**src/rtl/alu_mc_if.sv**
```systemverilog
// rtl/alu_mc_if.sv - request/result handshake bundle for alu_mc
interface alu_mc_if #(
    parameter int WIDTH = 8
);
    logic             in_valid;
    logic             in_ready;
    logic [2:0]       opcode;
    logic [WIDTH-1:0] accum;
    logic [WIDTH-1:0] data;
    logic             out_valid;
    logic             out_ready;
    logic [WIDTH-1:0] out;
    logic             zero;
    logic             carry;
    logic             neg;

    modport slave (
        input  in_valid, opcode, accum, data, out_ready,
        output in_ready, out_valid, out, zero, carry, neg
    );

    modport master (
        output in_valid, opcode, accum, data, out_ready,
        input  in_ready, out_valid, out, zero, carry, neg
    );
endinterface

```
**src/rtl/alu_mc.sv**
```systemverilog
// rtl/alu_mc.sv - handshaked ALU with single-cycle ops and a shift-add multiply
module alu_mc #(
    parameter int WIDTH  = 8,
    parameter int MUL_EN = 1
) (
    input logic     clk,
    input logic     rst_,
    alu_mc_if.slave bus
);
    typedef enum logic [1:0] {IDLE, BUSY, DONE} state_t;

    localparam int CW = $clog2(WIDTH);

    state_t             state, state_nx;
    logic               accept;
    logic               is_mul;
    logic               mul_last;
    logic [WIDTH-1:0]   res;
    logic               res_c;
    logic [WIDTH:0]     sum;
    logic [WIDTH:0]     diff;
    logic [WIDTH-1:0]   out_r;
    logic               carry_r;
    logic [WIDTH-1:0]   mplier;
    logic [2*WIDTH-1:0] mcand;
    logic [2*WIDTH-1:0] prod;
    logic [2*WIDTH-1:0] prod_nx;
    logic [CW-1:0]      cnt;

    assign is_mul   = (bus.opcode == 3'd7) && (MUL_EN != 0);
    assign accept   = bus.in_valid && bus.in_ready;
    assign mul_last = (state == BUSY) && (cnt == CW'(WIDTH - 1));
    assign prod_nx  = prod + (mplier[0] ? mcand : '0);

    assign sum  = {1'b0, bus.accum} + {1'b0, bus.data};
    // Top bit of the extended difference is the unsigned borrow.
    assign diff = {1'b0, bus.accum} - {1'b0, bus.data};

    always_comb begin
        bus.in_ready = 1'b0;
        if (rst_) begin
            case (state)
                IDLE:    bus.in_ready = 1'b1;
                DONE:    bus.in_ready = bus.out_ready;
                default: bus.in_ready = 1'b0;
            endcase
        end
    end

    always_comb begin
        res   = bus.accum;
        res_c = 1'b0;
        case (bus.opcode)
            3'd1:    {res_c, res} = sum;
            3'd2:    {res_c, res} = diff;
            3'd3:    res = bus.accum & bus.data;
            3'd4:    res = bus.accum | bus.data;
            3'd5:    res = bus.accum ^ bus.data;
            3'd6:    res = bus.data;
            default: res = bus.accum;
        endcase
    end

    always_comb begin
        state_nx = state;
        case (state)
            IDLE: if (accept) state_nx = is_mul ? BUSY : DONE;
            BUSY: if (mul_last) state_nx = DONE;
            DONE: begin
                if (bus.out_ready) begin
                    if (accept) state_nx = is_mul ? BUSY : DONE;
                    else        state_nx = IDLE;
                end
            end
            default: state_nx = IDLE;
        endcase
    end

    always_ff @(posedge clk) begin
        if (!rst_) state <= IDLE;
        else       state <= state_nx;
    end

    // A MUL accepted from DONE leaves out_r untouched until the product lands.
    always_ff @(posedge clk) begin
        if (!rst_) begin
            out_r   <= '0;
            carry_r <= 1'b0;
            mcand   <= '0;
            mplier  <= '0;
            prod    <= '0;
            cnt     <= '0;
        end else if (accept) begin
            if (is_mul) begin
                mcand  <= {{WIDTH{1'b0}}, bus.accum};
                mplier <= bus.data;
                prod   <= '0;
                cnt    <= '0;
            end else begin
                out_r   <= res;
                carry_r <= res_c;
            end
        end else if (state == BUSY) begin
            prod   <= prod_nx;
            mcand  <= mcand << 1;
            mplier <= mplier >> 1;
            cnt    <= cnt + CW'(1);
            if (mul_last) begin
                out_r   <= prod_nx[WIDTH-1:0];
                carry_r <= |prod_nx[2*WIDTH-1:WIDTH];
            end
        end
    end

    assign bus.out       = out_r;
    assign bus.carry     = carry_r;
    assign bus.zero      = (out_r == '0);
    assign bus.neg       = out_r[WIDTH-1];
    assign bus.out_valid = (state == DONE);
endmodule

```
**src/flat_wrapper.sv**
```systemverilog
// flat-port wrapper written by rule: the top's interface ports become plain ports
module alu_mc_flat 
#(
    parameter int WIDTH  = 8,
    parameter int MUL_EN = 1
)
  (clk, rst_, bus_in_valid, bus_opcode, bus_accum, bus_data, bus_out_ready, bus_in_ready, bus_out_valid, bus_out, bus_zero, bus_carry, bus_neg);
  alu_mc_if #(.WIDTH(WIDTH)) bus_i ();
  input logic clk;
  input logic rst_;
  input wire logic [$bits(bus_i.in_valid)-1:0] bus_in_valid;
  input wire logic [$bits(bus_i.opcode)-1:0] bus_opcode;
  input wire logic [$bits(bus_i.accum)-1:0] bus_accum;
  input wire logic [$bits(bus_i.data)-1:0] bus_data;
  input wire logic [$bits(bus_i.out_ready)-1:0] bus_out_ready;
  output wire logic [$bits(bus_i.in_ready)-1:0] bus_in_ready;
  output wire logic [$bits(bus_i.out_valid)-1:0] bus_out_valid;
  output wire logic [$bits(bus_i.out)-1:0] bus_out;
  output wire logic [$bits(bus_i.zero)-1:0] bus_zero;
  output wire logic [$bits(bus_i.carry)-1:0] bus_carry;
  output wire logic [$bits(bus_i.neg)-1:0] bus_neg;
  assign bus_i.in_valid = bus_in_valid;
  assign bus_i.opcode = bus_opcode;
  assign bus_i.accum = bus_accum;
  assign bus_i.data = bus_data;
  assign bus_i.out_ready = bus_out_ready;
  assign bus_in_ready = bus_i.in_ready;
  assign bus_out_valid = bus_i.out_valid;
  assign bus_out = bus_i.out;
  assign bus_zero = bus_i.zero;
  assign bus_carry = bus_i.carry;
  assign bus_neg = bus_i.neg;
  alu_mc #(.WIDTH(WIDTH), .MUL_EN(MUL_EN)) u_core (.clk(clk), .rst_(rst_), .bus(bus_i));
endmodule
```
**config.mk**
```make
export PLATFORM = sky130hd
export DESIGN_NAME = alu_mc_flat
export DESIGN_NICKNAME = d
export VERILOG_FILES = /design/src/rtl/alu_mc_if.sv /design/src/rtl/alu_mc.sv /design/src/flat_wrapper.sv
export SDC_FILE = /design/constraint.sdc
export NUM_CORES = 1
export LEC_CHECK = 0
export ABC_CLOCK_PERIOD_IN_PS = 2690
export CORE_ASPECT_RATIO = 1.75
export CORE_MARGIN = 5
export CORE_UTILIZATION = 25
export DETAILED_ROUTE_END_ITERATION = 8
export REMOVE_ABC_BUFFERS = 1
export SYNTH_ARGS = -nofsm -noshare
export SYNTH_HDL_FRONTEND = slang
export SYNTH_SLANG_ARGS = --single-unit
```
**constraint.sdc**
```tcl
create_clock -name clk -period 2.69 [get_ports clk]
set_input_delay 0.538 -clock clk [delete_from_list [all_inputs] [get_ports clk]]
set_output_delay 0.538 -clock clk [all_outputs]
set_load 0.01 [all_outputs]
```
==> flow_summary.yaml, run 1 <==
outcome:
  outcome: "finished, final reports clean"
worst_setup_path:
  critPathArrivalTime_ps: 2830
  criticalPathCategory: "register to register"
  r2r_start: "u_core.mplier[0]$_SDFFE_PN0P_"
  end_kind: "register"
  worst-path-max-fanout: 4
  startpoint_type: "register"
  r2r-end: "u_core.bus.carry$_SDFFE_PN0P_"
  required_ps: 2870
  reg2reg_slack_ps: 40
  r2r_cells: 10
layout:
  drive_above_1_share: 0.199
  fin_util: 0.338
  nNetsFinal: 780
  diodes: 0
  fill_cells: 1927
  area_growth_pct: 32.6
yosys:
  syn_area_um2: 4600
  synth_cell_types: 73
  seq_area_frac_synth: 0.235
  synth_compound_area_frac: 0.305
  synthTopCellsByArea: "dfxtp_1 24%, ha_1 11%, nand2_1 6.3%"
  synth_cells: 619
  synth_flop_cell: "dfxtp_1"
  ys_warn_count: 0
  ys_seq_elements: 54
  syn_avg_cell_area_um2: 7.43
  synth_commonest_cells: "77 x nand2_1, 54 x dfxtp_1, 53 x a21oi_1"
  synth_top_area_frac: 0.235
  synth-xor-area-share: 0.0152
  synth_fa_ha_area_frac: 0.125
  synthMuxAreaShare: 0.00925
  ys_async_sr_fraction: 0
  synth_top_family_by_area: "compound AO/OA/AOI/OAI gates"
  synth-edff-count: 0
  synth_most_common_cell: "nand2_1"
  synth_area_leader_cell: "dfxtp_1"
  yosys.area_share.simple: 0.245
die:
  io_pins: 36
  dieArea_um2: 21300
  die_h_um: 189
  core_area_um2: 18100
  rows: 65
  start_util: 0.255
  fp.dieW_um: 113
detailed_routing:
  via_per_inst: 5.11
  dr.pass1.iters: 4
  wire_per_inst_um: 15.6
  via_count: 4847
  drt_iter0_markers: 247
  ant_nets: 0
  wirelength_mm: 14.8
  drc: 0
sta:
  finalWorstPathRequiredPeriod_ps: 2650
  hold_ws_ps: 461
  worst_pin_slew_ps: 641
  setup_ws_ps: 40.8
  rsz0062_at_grt: "true"
  skew_ps: 7.88
  final_hold_viol_count: 0
  post-route-period-util: 0.985
  timing.fmax_mhz: 377
  final_max_slew_viol_count: 0
  slew_headroom: 0.572
  setup_viol: 0
place:
  place_hpwl_mm: 11.9
  place.gp.congestion: 0.896
  portBuffers: 35
  dp_worst_setup_slack_ps: -375
run:
  maxCapViolations: 0
global_route:
  grt_max_degree: 38
  grt_pass1_wl_mm: 24.3
  first_global_vias: 4906
  grt_usage: 0.139
  overflow: 0
  antenna_found_initial: 0
hold_path:
  hp-start: "u_core.prod[5]$_SDFFE_PN0P_"
  hold_class: "register to register"
  hold_end: "u_core.prod[5]$_SDFFE_PN0P_"
  hold_depth: 2
pwr:
  irDropWorstVdd_mv: 0.157
  p_leak_nw: 2.48
  p_per_area_nw_per_um2: 332
  total_power_w: 0.00203
clock_network:
  htreeDepth: 2
  cts.sinks: 54
  cts_hold_buffers: 0
  clk_transition_reported_paths_ps: 70
  cts-root-buf: "clkbuf_16"
  tritoncts: "yes"
  insertion_delay_ps: 300
  numCtsBuffers: 5
  cts_buffer_depth: 2
## cell families after synthesis
| family | Yosys count |
|---|---|
| buffers and inverters | 70 |
| xor gates and xnor gates | 8 |
| AOI/OAI and AO/OA | 205 |
| muxes | 4 |
| adders and majority gates | 44 |
| and+or+nand+nor | 234 |
| DFF | 54 |
## power breakdown
part	switching [W]	leakage (nW)	internal (W)
combinational	0.000289	1.97	0.000262
clock	0.000291	0.0708	0.000346
sequential	0.0000184	0.438	0.000820
## metrics by stage
step / setup TNS (ps) / area (µm²) / std cells
after floorplan: -237 / 4400 / 577
after global placement: -1300 / 5780 / 937
after detailed placement: -1400 / 5780 / 937
after CTS: -22.5 / 6020 / 947
after global routing: -59.7 / 6100 / 948
final: 0 / 6100 / 948
## area by class of cell
cell class | instances | area, µm² | area share
Timing Repair Buffer | 129 | 1110 | 0.183
Sequential cell | 54 | 1080 | 0.177
Tap cell | 234 | 293 | 0.0480
Inverter | 28 | 105 | 0.0172
Multi-Input combinational cell | 495 | 3360 | 0.551
Clock inverter | 2 | 13.8 | 0.00226
Clock buffer | 6 | 129 | 0.0211
## worst max path at each step
stage | from | to | slack (ps) | depth (start not counted)
global placement | bus_data[0] | u_core.bus.out[6]$_SDFFE_PN0P_ | -360 | 11
floorplan | rst_ | u_core.mcand[1]$_SDFFE_PN0P_ | -20 | 6
finish | u_core.mplier[0]$_SDFFE_PN0P_ | u_core.bus.carry$_SDFFE_PN0P_ | 40 | 10
detailed placement | bus_data[0] | u_core.bus.out[6]$_SDFFE_PN0P_ | -380 | 11
CTS | u_core.mplier[0]$_SDFFE_PN0P_ | u_core.bus.carry$_SDFFE_PN0P_ | -20 | 11
global route | u_core.mplier[0]$_SDFFE_PN0P_ | u_core.bus.carry$_SDFFE_PN0P_ | -60 | 10
## flip-flops by register name, indices dropped and copies added (netlist names)
signal,cells
u_core.bus.out,8
u_core.state,2
u_core.mplier,8
u_core.prod,16
u_core.cnt,3
u_core.bus.carry,1
u_core.mcand,16
## timing repair
| item | in CTS | in global routing |
|---|---|---|
| gates resized for setup | 16 | 19 |
| pin swaps | 8 | 17 |
| buffers inserted | 2 | 2 |
| setup endpoints to repair | 3 | 5 |
## layer usage
metal	share of wire	global-route usage	vias up
li1	-	-	2430
met1	0.38	0.142	2308
met2	0.57	0.282	82
met3	0.016	0.00384	27
met4	0.034	0.0652	0
met5	0	0	-
## worst max-delay path, cell delays in order, from the launching register on
cell and delay (ps):
dfxtp_2 340, and2_1 140, ha_2 180, fa_2 370, a211oi_4 250, o21ai_2 120
a2111o_1 460, nand3_2 130, o2111ai_2 160, nor4_4 300, a21oi_1 100
## cell usage in the layout (no fill, tap or decap), types with 5 or more instances in the layout
| master | n |
|---|---|
| ha_2 | 5 |
| nand2b_1 | 8 |
| inv_1 | 24 |
| a22oi_1 | 6 |
| a21o_1 | 8 |
| o22ai_1 | 7 |
| buf_4 | 89 |
| a21boi_1 | 6 |
| ha_1 | 35 |
| a31oi_1 | 8 |
| clkdlybuf4s50_1 | 32 |
| nor2_1 | 49 |
| and3_1 | 8 |
| clkbuf_16 | 5 |
| a21oi_1 | 49 |
| o21a_1 | 8 |
| nand2_1 | 77 |
| o21ai_1 | 9 |
| xnor2_1 | 7 |
| nor3_1 | 15 |
| nand3_1 | 29 |
| o21ai_0 | 24 |
| a211oi_1 | 10 |
| o211ai_1 | 6 |
| a311oi_1 | 15 |
| nor2b_1 | 9 |
| dfxtp_1 | 53 |
| and2_1 | 17 |
No activity file was read; power rests on OpenSTA's default activity.
==> inputs of run 2 (changes only) <==
--- a/config.mk
+++ b/config.mk
@@ -8,7 +8,7 @@
 export ABC_CLOCK_PERIOD_IN_PS = 2690
 export CORE_ASPECT_RATIO = 1.75
 export CORE_MARGIN = 5
-export CORE_UTILIZATION = 25
+export CORE_UTILIZATION = 30
 export DETAILED_ROUTE_END_ITERATION = 8
 export REMOVE_ABC_BUFFERS = 1
 export SYNTH_ARGS = -nofsm -noshare
==> run 2 against run 1 <==
Critical endpoint unchanged. Routed wire length rose by 2.0%. First-iteration DRC count fell by 4.0%. Sequential power barely moved. Cell count fell by 4.3%. Cell area rose by 0.94%. Maximum frequency fell by 0.88%.
==> flow_summary.yaml, run 2 (same netlist as run 1, synthesis figures left out) <==
sta:
  final_max_slew_viol_count: 0
  setup_tns_ps: 0
  worst_pin_slew_ps: 687
  skew_ps: 10.4
  hold_ws_ps: 462
  slew_headroom: 0.542
  finalWorstPathRequiredPeriod_ps: 2670
  rsz0062_at_grt: "true"
  final_hold_viol_count: 0
  setup_viol: 0
  post-route-period-util: 0.994
  timing.fmax_mhz: 374
global_route:
  grt_pass1_wl_mm: 23.7
  antenna_found_initial: 0
  grt_usage: 0.159
  first_global_vias: 4833
  overflow: 0
  grt_max_degree: 38
pwr:
  seqPwrFrac: 0.384
  power_switching_w: 0.000642
  pwr-share-comb: 0.260
  clkPwrFrac: 0.356
  p_leak_nw: 2.55
  p_per_area_nw_per_um2: 354
  internal_power_w: 0.00154
  p_sw_frac: 0.295
  irDropWorstVdd_mv: 0.238
worst_setup_path:
  critPathArrivalTime_ps: 2870
  criticalPathCategory: "register to register"
  r2r-end: "u_core.bus.carry$_SDFFE_PN0P_"
  crit_family: "simple AND/OR/NAND/NOR gates"
  critPathSlowestCell: "dfxtp_4"
  end_kind: "register"
  r2r_start: "u_core.mplier[0]$_SDFFE_PN0P_"
  path_buf_inv: 2
  critical_path.max_stage_delay_ps: 360
  crit_top_cell: "and2_1"
  reg2reg_slack_ps: 20
  r2r_cells: 11
  required_ps: 2880
  path_cells: "buf_8, and2_1, ha_1, and2_1, and3_1, nand3_1, a21oi_1, o2111ai_2, nor4_2, buf_4, a21oi_2"
  worst-path-max-fanout: 14
  startpoint_type: "register"
detailed_routing:
  dr.pass1.iters: 4
  ant_nets: 0
  drt_iter0_markers: 237
  via_count: 4973
  drc: 0
  wirelength_mm: 15.1
  via_per_inst: 5.48
  wire_per_inst_um: 16.7
die:
  start_util: 0.302
  dieArea_um2: 18000
  fp.dieW_um: 104
  io_pins: 36
  rows: 60
  core_area_um2: 15200
  die_h_um: 174
hold_path:
  hold_class: "register to register"
  hold_end: "u_core.prod[5]$_SDFFE_PN0P_"
  hp-start: "u_core.prod[5]$_SDFFE_PN0P_"
  hold_depth: 2
place:
  place_hpwl_mm: 11.8
  dpl.cell_count: 894
  place.gp.congestion: 1.01
  portBuffers: 35
layout:
  top_regs: "u_core.mcand x16, u_core.prod x16"
  area_growth_pct: 33.9
  nNetsFinal: 787
  diodes: 0
  final_cell_mix: "95 x buf_4, 77 x nand2_1, 53 x dfxtp_1"
  mostFrequentLayoutCell: "buf_4"
  drive_above_1_share: 0.214
  fin_cells: 907
  fill_cells: 1567
outcome:
  outcome: "finished, final reports clean"
clock_network:
  insertion_delay_ps: 310
  clk_transition_reported_paths_ps: 80
  numCtsBuffers: 5
  cts_buffer_depth: 2
  cts.sinks: 54
  tritoncts: "yes"
  htreeDepth: 2
  cts-root-buf: "clkbuf_16"
run:
  maxCapViolations: 0
## run 2: cell types whose count changed in the layout (fill, tap and decap cells not counted), moves of 2 or more
cell,previous run,this run
inv_1,24,22
dlymetal6s2s_1,2,4
ha_2,5,2
ha_1,35,37
inv_2,4,6
buf_4,89,95
## run 2: worst max-delay path by stage
stage,to,cells after the start,startpoint
4_1_cts,u_core.bus.carry$_SDFFE_PN0P_,11,u_core.mplier[0]$_SDFFE_PN0P_
3_5_place_dp,u_core.bus.out[6]$_SDFFE_PN0P_,11,bus_data[0]
2_1_floorplan,u_core.mcand[1]$_SDFFE_PN0P_,6,rst_
5_1_grt,u_core.bus.carry$_SDFFE_PN0P_,12,u_core.mplier[0]$_SDFFE_PN0P_
6_report,u_core.bus.carry$_SDFFE_PN0P_,11,u_core.mplier[0]$_SDFFE_PN0P_
3_3_place_gp,u_core.bus.out[6]$_SDFFE_PN0P_,11,bus_data[0]
## run 2: area by class of cell
cell class	count	area (µm²)	area share
multi-input combinational	495	3370	0.548
tap	186	233	0.0378
sequential	54	1080	0.176
timing repair buffer	136	1190	0.193
clock inverter	3	48.8	0.00793
inverter	28	105	0.0171
clock buffer	5	125	0.0203
## run 2: repair_timing
action | 4_1_cts | 5_1_grt
pin swaps | 5 | 17
buffers inserted | 2 | 3
hold buffers | 0 | 0
gates resized for setup | 10 | 32
endpoints found under the setup margin | 3 | 6
## run 2: tightest hold or removal path, cell delays in order, from the launching register on
cell	delay (ps)
dfxtp_1	320
nand2_1	50
a21oi_1	50
## run 2: power groups by stage
stage | clock (W) | sequential (W) | combinational [W]
2_1_floorplan | 0 | 0.000856 | 0.000244
3_3_place_gp | 0 | 0.000856 | 0.000540
3_5_place_dp | 0 | 0.000856 | 0.000539
4_1_cts | 0.000783 | 0.000837 | 0.000544
5_1_grt | 0.000810 | 0.000840 | 0.000617
6_report | 0.000775 | 0.000837 | 0.000567
## run 2: metrics by stage
stage / util / total power, W / area [µm²] / worst slack (ps)
2_1_floorplan: - / 0.00110 / 4400 / -16.9
3_3_place_gp: 0.378 / 0.00140 / 5770 / -371
3_5_place_dp: 0.378 / 0.00139 / 5770 / -374
4_1_cts: 0.394 / 0.00216 / 6000 / -72.0
5_1_grt: 0.404 / 0.00227 / 6160 / -150
6_report: 0.404 / 0.00218 / 6160 / 17.3
## run 2: layer usage
metal | track usage | vias up | wire, µm
met4 | 0.0958 | 0 | 724
li1 | - | 2460 | -
met5 | 0 | - | 0
met1 | 0.153 | 2361 | 5680
met3 | 0.0108 | 42 | 272
met2 | 0.319 | 110 | 8440
